<file path="config.mk">
export PLATFORM = sky130hd
export DESIGN_NAME = shift_add_controller
export DESIGN_NICKNAME = d
export VERILOG_FILES = /design/src/rtl/shift_add_controller.sv
export SDC_FILE = /design/constraint.sdc
export NUM_CORES = 1
export LEC_CHECK = 0
export CORE_MARGIN = 10
export CORE_UTILIZATION = 55
export DETAILED_ROUTE_END_ITERATION = 12
export PLACE_DENSITY = 0.88
export SYNTH_ARGS = -nofsm -noshare
export SYNTH_HDL_FRONTEND = slang
export SYNTH_SLANG_ARGS = --single-unit
</file>
<file path="constraint.sdc">
create_clock -name clk -period 6.45 [get_ports clk]
set_input_delay 0.9675 -clock clk [delete_from_list [all_inputs] [get_ports clk]]
set_output_delay 0.9675 -clock clk [all_outputs]
set_load 0.01 [all_outputs]
</file>
<file path="src/rtl/shift_add_controller.sv">
// Sequencer and product register for an unsigned shift-add multiplier.
// Runs one add/shift iteration per clock and pulses done when the product is ready.
module shift_add_controller #(
  parameter int WIDTH = 32
) (
  input  logic                 clk,
  input  logic                 rst,
  input  logic                 start,
  input  logic [WIDTH-1:0]     multiplier_in,
  input  logic [WIDTH-1:0]     multiplicand,
  output logic                 w_ctrl_Multiplicand,
  output logic                 busy,
  output logic                 done,
  output logic [2*WIDTH-1:0]   product
);

  // state | meaning
  // IDLE  | waiting for start, product holds the last result
  // LOAD  | strobe the Multiplicand register for one cycle
  // CALC  | one add/shift iteration per clock, WIDTH iterations
  // DONE  | one-cycle completion pulse, product valid
  localparam logic [1:0] S_IDLE = 2'd0;
  localparam logic [1:0] S_LOAD = 2'd1;
  localparam logic [1:0] S_CALC = 2'd2;
  localparam logic [1:0] S_DONE = 2'd3;

  localparam int            CW   = $clog2(WIDTH) + 1;
  localparam logic [CW-1:0] LAST = CW'(WIDTH - 1);

  logic [1:0]         state_q, state_d;
  logic [2*WIDTH-1:0] product_q, product_d;
  logic [CW-1:0]      cnt_q, cnt_d;
  logic [WIDTH:0]     sum;

  always_comb begin
    state_d   = state_q;
    product_d = product_q;
    cnt_d     = cnt_q;
    sum       = '0;
    case (state_q)
      S_IDLE: begin
        if (start) begin
          product_d = {{WIDTH{1'b0}}, multiplier_in};
          cnt_d     = '0;
          state_d   = S_LOAD;
        end
      end
      S_LOAD: state_d = S_CALC;
      S_CALC: begin
        // carry of the upper-half add shifts into the product MSB
        sum       = {1'b0, product_q[2*WIDTH-1:WIDTH]} +
                    (product_q[0] ? {1'b0, multiplicand} : {(WIDTH+1){1'b0}});
        product_d = {sum, product_q[WIDTH-1:1]};
        cnt_d     = cnt_q + CW'(1);
        if (cnt_q == LAST) state_d = S_DONE;
      end
      S_DONE: state_d = S_IDLE;
      default: state_d = S_IDLE;
    endcase
  end

  always_ff @(posedge clk or negedge rst) begin
    if (!rst) begin
      state_q   <= S_IDLE;
      product_q <= '0;
      cnt_q     <= '0;
    end else begin
      state_q   <= state_d;
      product_q <= product_d;
      cnt_q     <= cnt_d;
    end
  end

  assign w_ctrl_Multiplicand = (state_q == S_LOAD);
  assign busy                = (state_q != S_IDLE);
  assign done                = (state_q == S_DONE);
  assign product             = product_q;

endmodule
</file>
# After elaboration in Yosys (flattened, before gate mapping)
# Index checks and enable logic that the tools add are counted.
# Widths: inputs -> output; s select.
[totals]
reg_bits = 72
latch_bits = 0
ram_bits = 0
rom_bits = 0
output_inout_bits = 67
wordCells = 24
mem_count = 0
[classes]
n_addsub = 2
n_mul = 0
div = 0
n_lt_le_gt_ge = 0
eq_ne = 6
shift = 0
muxes = 8
bitwise = 0
reduce_logical = 5
[ops]
columns = ["operator", "n"]
rows = [
  ["$pmux 64 s2", 1],
  ["$mux 64", 1],
  ["$add 32x32->33", 1],
  ["$mux 32", 1],
  ["$pmux 6 s2", 1],
  ["$pmux 2 s4", 1],
  ["$add 6x1->6 const B", 1],
  ["$eq 6x5->1 const B", 1],
  ["$mux 6", 1],
  ["$eq 2x2->1 const B", 2],
  ["$mux 2", 2],
  ["$ne 2x2->1 const B", 2],
  ["$reduce_and 2->1", 2],
  ["$reduce_bool 2->1", 2],
  ["$eq 2x1->1 const B", 1],
  ["$logic_not 2->1", 1],
]

# Depth between registers and ports, before layout
# Gate-level depths: netlist of the first run.
[logic_depth]
depth_word = 3
depth_mapped = 13
mapped_depth_nobuf = 12

# Worst setup path after synthesis of the first run
# No wires, ideal clock.
[synth_timing]
path_type = "input to register"
startpoint = "input multiplicand[0]"
endpoint = "register product_q[59] (netlist: product[59])"
setup_ns = 0.132
arrival_time_ns = 2.942
required_time_ns = 6.318
slack_ns = 3.376
path_stages = 12
path_buffers = 0
path_cell_list = "and2_1 > ha_1 > inv_1 > fa_1 > nor2b_1 > o2111ai_1 > a21oi_1 > o21ai_1 > o31ai_1 > a21oi_1 > xnor2_1 > o21ai_1"
[synth_between]
elab_chain_len = 3
[synth_rtl]
columns = ["element", "line_no", "source"]
rows = [
  ["from (decl)", "10", "input logic [WIDTH-1:0] multiplicand,"],
  ["$mux 32", "52", "(product_q[0] ? {1'b0, multiplicand} : {(WIDTH+1){1'b0}});"],
  ["$add 32x32->33", "51", "sum = {1'b0, product_q[2*WIDTH-1:WIDTH]} +"],
  ["$pmux 64 s2", "40", "case (state_q)"],
  ["to (signal assigned)", "69", "product_q <= product_d;"],
  ["to (decl)", "31", "logic [2*WIDTH-1:0] product_q, product_d;"],
]
# No other way between the ends.
# A chain may end at the register's enable or synchronous reset.

# Worst setup path after layout of the first run
# Ends and elaborated chain as after synthesis.

==> impl_results.md, run 1 <==
- Outcome: completed
- FF-to-FF setup slack: 3.10 ns
- Fillers: between 700 and 800
- Worst path arrival time: between 3 and 4 ns
- Gr usage total: 0.213
- Clk_lat worst skew: between 0.3 and 0.4 ns
- Synth Flop Type: dfrtp_1
- Starting Density: 0.561
- Fin crit share: 0.559
- Clock buffer depth: 2
- Setup WS post-layout: 2.84 ns
- DPL Wire Length: 11.3 mm
- Mapped Cells: about 620
- Die H: 119 um
- Setup repair bufs after CTS: 0
- Die ar.: 14,300 um2
- Syn_nets: approximately 730
- Setup CP Type: in -> reg
- First drt pass iteration count: 5
- Fmax: ~280 MHz
- CTS H-tree depth: 3
- Drc violations: 0
- Measured slew at the worst slew-check pin: between 1 and 1.5 ns
- Gpl congestion: 0.910
- Gr ovfl total: 0
- DRT antenna net count: 0
- Most frequent cells after synthesis: dfrtp_1, a21oi_1, o22ai_1
- Largest net degree at the start of global routing: between 70 and 80
- Slew headroom: 0.188
- Post-synth cell types: 58
- First-pass GRT wire length: about 26 mm
- Min-Delay Startpoint: cnt_q[0]
- Post-synth top area cell: dfrtp_1
- YS warnings: 0
- Clock transition at path regs: ~0.080 ns
- Antenna violations before repair: 0
- WP data required: ~6.7 ns
- Worst path cell trace: clkdlybuf4s50_1 -> and2_1 -> ha_1 -> inv_1 -> fa_1 -> nor2b_1 -> o2111ai_1 -> a21oi_1 -> o21ai_1 -> o31ai_1 -> a21oi_1 -> xnor2_1 -> o21ai_1
- Diode count: 0
- Worst r2r src: product[0]
- Worst Setup SP: multiplicand[0]
- DR iter-0 viols: 290
- Die width: ~120 um
- Final min period: 3.61 ns
- Resized Gates After CTS: 0
- CP Buf/Inv Count: 2
- Crit end category: register
- Setup Skew: 0.00714 ns
- Synth area leaders: dfrtp_1, ha_1, o22ai_1, a21oi_1, mux2_1
- Post-layout nets: around 830
- Worst vdd ir: 287 uV
- RSZ-0062 raised after global routing: no
- Post-synthesis cell area: ~5400 um2
- Async set-reset flop share out of synthesis: 1.00
- Synth top area share: 0.331
- CTS root buf: clkbuf_8
- CTS buffer count: 9
- Layout cells sized above 1: 0.0559
- Clock Sinks: 72
- Post-Route WL: around 16 mm
- Post-synthesis register bit count: 72
- Port buffer count: between 100 and 150
- Vias per inst: 6.06
- Endpoints failing hold: 0
- Num ports: roughly 130
- Final setup vio count: 0
- Setup TNS: 0 ns
- Core ar.: 9680 um2
- Crit Path Max Fanout: 3
- Slowest stage cell, crit path: o31ai_1
- Max_cap viols: 0
- Synth Area per Inst: roughly 8.7 um2
- Vias: 5,257
- Hold_buf cts: 0
- Number of synthesized flops with an enable pin: 0
- Vias in the first global route: ~5,300
- Rows: 36
- Worst path top cell family by delay: compound AO/OA/AOI/OAI gates
- Pre-CTS setup slack: 2.52 ns
- Area added between synthesis and finish: 28.4%
- Max Slew Vio Count: 0
- Worst hold path class: reg -> reg
- P per Cell Area: roughly 490 nW/um2
- CP max stage delay: about 0.50 ns
- Leakage: roughly 2.9 nW
- CTS tree: built
- Count leader, synth: dfrtp_1
- Routed length per instance: about 18 um
- Sequential-to-total area share from yosys stat: 0.331
- CP Launch Type: primary input
==> placed cells by master, fill, tap and decap left out, types with 3 or more instances in the layout <==
cell / netlist / final
clkdlybuf4s50_1: 0 / 132
dfrtp_1: 72 / 72
a21oi_1: 71 / 71
o22ai_1: 64 / 64
nand2_1: 49 / 49
and2_1: 35 / 35
ha_1: 37 / 35
o21ai_1: 34 / 34
mux2_1: 22 / 22
xnor2_1: 17 / 17
nor2_1: 16 / 16
a21o_1: 16 / 16
inv_1: 14 / 14
xor2_1: 13 / 13
nand3_1: 12 / 12
clkbuf_8: 0 / 12
mux2_2: 10 / 10
o21ai_0: 8 / 8
nor2b_1: 6 / 6
and3_1: 6 / 6
a31oi_1: 6 / 6
buf_4: 2 / 6
nand4_1: 5 / 5
o21bai_1: 5 / 5
nand2b_1: 4 / 4
nor3_1: 4 / 4
o211ai_1: 4 / 4
nor3b_1: 3 / 3
and4_1: 3 / 3
a22oi_1: 3 / 3
clkinv_2: 0 / 3
==> through the flow <==
stage | power, mW | cell area [um2] | hold slack (ns) | cells | util
3_3_place_gp | 2.96 | 6800 | 0.497 | 851 | 0.702
2_1_floorplan | 2.30 | 5440 | 0.475 | 622 | -
3_5_place_dp | 3.04 | 6800 | 0.510 | 851 | 0.702
5_1_grt | 3.68 | 6980 | 0.546 | 867 | 0.721
4_1_cts | 3.41 | 6980 | 0.520 | 867 | 0.721
6_report | 3.41 | 6980 | 0.520 | 867 | 0.721
==> logic make-up after synthesis <==
logic type / share of synthesized area
AO/OA/AOI/OAI: 0.273
XOR/XNOR: 0.0483
adder cells (fa/ha/maj): 0.0888
buffers and inverters: 0.0442
flip-flops: 0.331
multiplexers: 0.0718
AND/OR/NAND/NOR: 0.143
==> cell type report <==
type                            count  area, um2  share of cell area
Timing Repair Buffer              139       1370               0.196
Inverter                           14       52.6             0.00753
Multi-Input combinational cell    493       3400               0.488
Clock buffer                       13        169              0.0242
Tap cell                          133        166              0.0238
Clock inverter                      3       15.0             0.00215
Sequential cell                    72       1800               0.258
==> worst register-to-register path, stage by stage (launching register included) <==
cell	delay, ns
dfrtp_1	0.45
buf_4	0.32
and2_1	0.21
ha_1	0.18
inv_1	0.06
fa_1	0.39
nor2b_1	0.18
o2111ai_1	0.15
a21oi_1	0.24
o21ai_1	0.13
o31ai_1	0.50
a21oi_1	0.19
xnor2_1	0.18
o21ai_1	0.07
==> sequential cells by signal, summed over array words and instances (netlist names) <==
name     count
cnt_q        6
product     64
state_q      2
==> where the power goes <==
| group | total [mW] | internal [mW] | leakage (nW) | switching [mW] |
|---|---|---|---|---|
| clock | 0.344 | 0.170 | 0.0992 | 0.174 |
| sequential | 0.855 | 0.649 | 0.873 | 0.206 |
| combinational | 2.21 | 1.03 | 1.92 | 1.18 |
==> worst paths after layout <==
check	end	depth (start not counted)
max	product[59]	13
min	cnt_q[0]	1
max reg2reg	product[59]	13
min reg2reg	cnt_q[0]	1
max in group asynchronous	product[28]	2
min in group asynchronous	product[49]	2
==> per-layer routing <==
layer,vias to the layer above,GRT usage,share of wire
met5,-,0,0
met4,0,0.0762,0.018
met3,28,0.0746,0.085
met2,188,0.364,0.49
met1,2518,0.241,0.40
li1,2523,-,-
(Power assumes the default switching activity.)
==> inputs of run 2 (changes only) <==
CORE_UTILIZATION = 51   (was 55)
PLACE_DENSITY = 0.82   (was 0.88)
clock period = 3.67 ns   (was 6.45 ns; I/O delays follow)
==> impl_results.md, run 2 (synthesis gave the netlist of run 1 again) <==
- Worst vdd ir: 424 uV (was 287 uV)
- Port buffer count: 133 (unchanged)
- Crit Path Max Fanout: 17 (was 3)
- Measured slew at the worst slew-check pin: 1.31 ns (was 1.22 ns)
- Final min period: ~3.2 ns
- Clock buffer depth: 2 (unchanged)
- CTS H-tree depth: 3 (unchanged)
- RSZ-0062 raised after global routing: no (unchanged)
- Sw Pwr: 2.73 mW (was 1.56 mW)
- Layout cells sized above 1: 0.0636 (was 0.0559)
- Max_cap viols: 0 (unchanged)
- Gpl congestion: 0.955 (was 0.910)
- Post-layout nets: 839 (was 834)
- Vias in the first global route: 5,284 (was 5,250)
- Area of the multi-input gates: 3400 um2 (unchanged)
- Internal power: 3.27 mW (was 1.84 mW)
- CTS root buf: clkbuf_8 (unchanged)
- Fin crit share: 0.864
- Resized Gates After CTS: 0 (unchanged)
- Starting Density: 0.524 (was 0.561)
- Worst Setup SP: product[0] (was multiplicand[0])
- DRT antenna net count: 0 (unchanged)
- Final setup vio count: 0 (unchanged)
- Max reg flops: 64 (unchanged)
- Die H: 123 um (was 119 um)
- Slew headroom: 0.130 (was 0.188)
- Core ar.: 10,400 um2 (was 9680 um2)
- Outcome: completed (unchanged)
- Post-Route WL: 15.4 mm (was 15.8 mm)
- Most frequent CP cell: a41oi_2
- Fmax: 315 MHz
- Sequential cell area: 1800 um2 (unchanged)
- Setup repair bufs after CTS: 0 (unchanged)
- Diode count: 0 (unchanged)
- Clock Power Share: 0.103 (was 0.101)
- Routed length per instance: 17.6 um (was 18.2 um)
- First-pass GRT wire length: 25.2 mm (was 25.7 mm)
- Crit end category: register (unchanged)
- Gr ovfl total: 0 (unchanged)
- Hold_buf cts: 0 (unchanged)
- Gr usage total: 0.201 (was 0.213)
- Rows: 37 (was 36)
- First drt pass iteration count: 4 (was 5)
- Slowest stage cell, crit path: dfrtp_1 (was o31ai_1)
- Worst path arrival time: 3.46 ns (was 3.83 ns)
- CP Launch Type: register (was primary input)
- Setup TNS: 0 ns (unchanged)
- Clock transition at path regs: 0.08 ns (about the same)
- CP Buf/Inv Count: 1 (was 2)
- Clock Sinks: 72 (unchanged)
- Worst path cell trace: buf_4 -> and2_1 -> ha_1 -> a21oi_1 -> o21ai_2 -> a31oi_1 -> or3b_1 -> a41oi_2 -> a41oi_2 -> or4_1 -> nand3_1 (was clkdlybuf4s50_1 -> and2_1 -> ha_1 -> inv_1 -> fa_1 -> nor2b_1 -> o2111ai_1 -> a21oi_1 -> o21ai_1 -> o31ai_1 -> a21oi_1 -> xnor2_1 -> o21ai_1)
- Commonest cells after routing, fill and taps aside: clkdlybuf4s50_1, dfrtp_1, a21oi_1 (unchanged)
- Worst path top cell family by delay: simple AND/OR/NAND/NOR gates (was compound AO/OA/AOI/OAI gates)
- Fin cells: 875 (was 867)
- DPL Wire Length: 11.4 mm (was 11.3 mm)
- Worst hold path class: in -> async (was reg -> reg)
- Num ports: 134 (unchanged)
- CTS tree: built (unchanged)
- CP max stage delay: 0.61 ns (was 0.50 ns)
- Sequential power share: 0.251 (about the same)
- Die ar.: 15,200 um2 (was 14,300 um2)
- Switching Share: 0.456 (was 0.459)
- Placed Cells: 859 (was 851)
- Antenna violations before repair: 0 (unchanged)
- P per Cell Area: 854 nW/um2 (was 488 nW/um2)
- Clk_lat worst skew: 0.35 ns (about the same)
- Area added between synthesis and finish: 29.3% (was 28.4%)
- Setup CP Type: reg -> reg (was in -> reg)
- WP data required: 3.96 ns (was 6.68 ns)
- Drc violations: 0 (unchanged)
- Vias per inst: 6.00 (was 6.06)
- DR iter-0 viols: 253 (was 290)
- Die width: 123 um (was 119 um)
- CTS buffer count: 9 (unchanged)
- Leakage: 2.91 nW (was 2.89 nW)
- Largest net degree at the start of global routing: 51 (was 73)
- Worst r2r src: product[0] (unchanged)
- Vias: 5,246 (was 5,257)
- Fillers: 835 (was 746)
- Worst hold slack: 0.405 ns (was 0.520 ns)
- Comb power frac: 0.646 (was 0.648)
- Max Slew Vio Count: 0 (unchanged)
- Leading cell type in the layout, fill and taps excluded: clkdlybuf4s50_1 (unchanged)
- Setup Skew: 0.00491 ns (was 0.00714 ns)
- Endpoints failing hold: 0 (unchanged)
[run 2: path summary, 6_finish.rpt]
| check | endpoint | slack [ns] | cells after the start |
|---|---|---|---|
| worst max-delay path | product[58] | 0.50 | 11 |
| worst min-delay path | product[47] | 0.40 | 1 |
| worst max register to register | product[58] | 0.50 | 11 |
| worst min register to register | cnt_q[0] | 0.52 | 1 |
| max in group asynchronous | cnt_q[4] | 2.45 | 2 |
| min in group clk | cnt_q[0] | 0.52 | 1 |
[run 2: power groups by stage]
| stage | clock network (mW) | registers [mW] | logic [mW] |
|---|---|---|---|
| 2_1_floorplan | 0 | 1.56 | 2.48 |
| 3_3_place_gp | 0 | 1.49 | 3.75 |
| 3_5_place_dp | 0 | 1.52 | 3.85 |
| 4_1_cts | 0.627 | 1.51 | 3.88 |
| 5_1_grt | 0.663 | 1.56 | 4.26 |
| 6_report | 0.615 | 1.51 | 3.88 |
[run 2: metal layers]
metal  up-vias  GRT usage  part of all wire
li1       2534          -                 -
met1      2454      0.241              0.41
met2       234      0.328              0.47
met3        24     0.0706              0.10
met4         0     0.0699             0.021
met5         -          0                 0
[run 2: metrics by stage]
step                 util  instance area, um2  total power, mW  setup WS, ns
floorplan               -                5440             4.04         0.863
global placement    0.659                6840             5.24         0.421
detailed placement  0.659                6840             5.37         0.376
CTS                 0.678                7030             6.02         0.498
global route        0.678                7030             6.48         0.184
finish              0.678                7030             6.00         0.500
[run 2: cell type report]
cell class	count	share of cell area
multi-input combinational	493	0.484
inverter	14	0.00748
clock buffer	12	0.0235
tap	136	0.0242
clock inverter	4	0.00392
timing repair buffer	144	0.200
sequential	72	0.256
[run 2: worst register-to-register path: stages, from the launching register on]
cell and delay [ns]:
dfrtp_1 0.61, buf_4 0.28, and2_1 0.14, ha_1 0.43
a21oi_1 0.17, o21ai_2 0.09, a31oi_1 0.10, or3b_1 0.41
a41oi_2 0.23, a41oi_2 0.08, or4_1 0.50, nand3_1 0.08
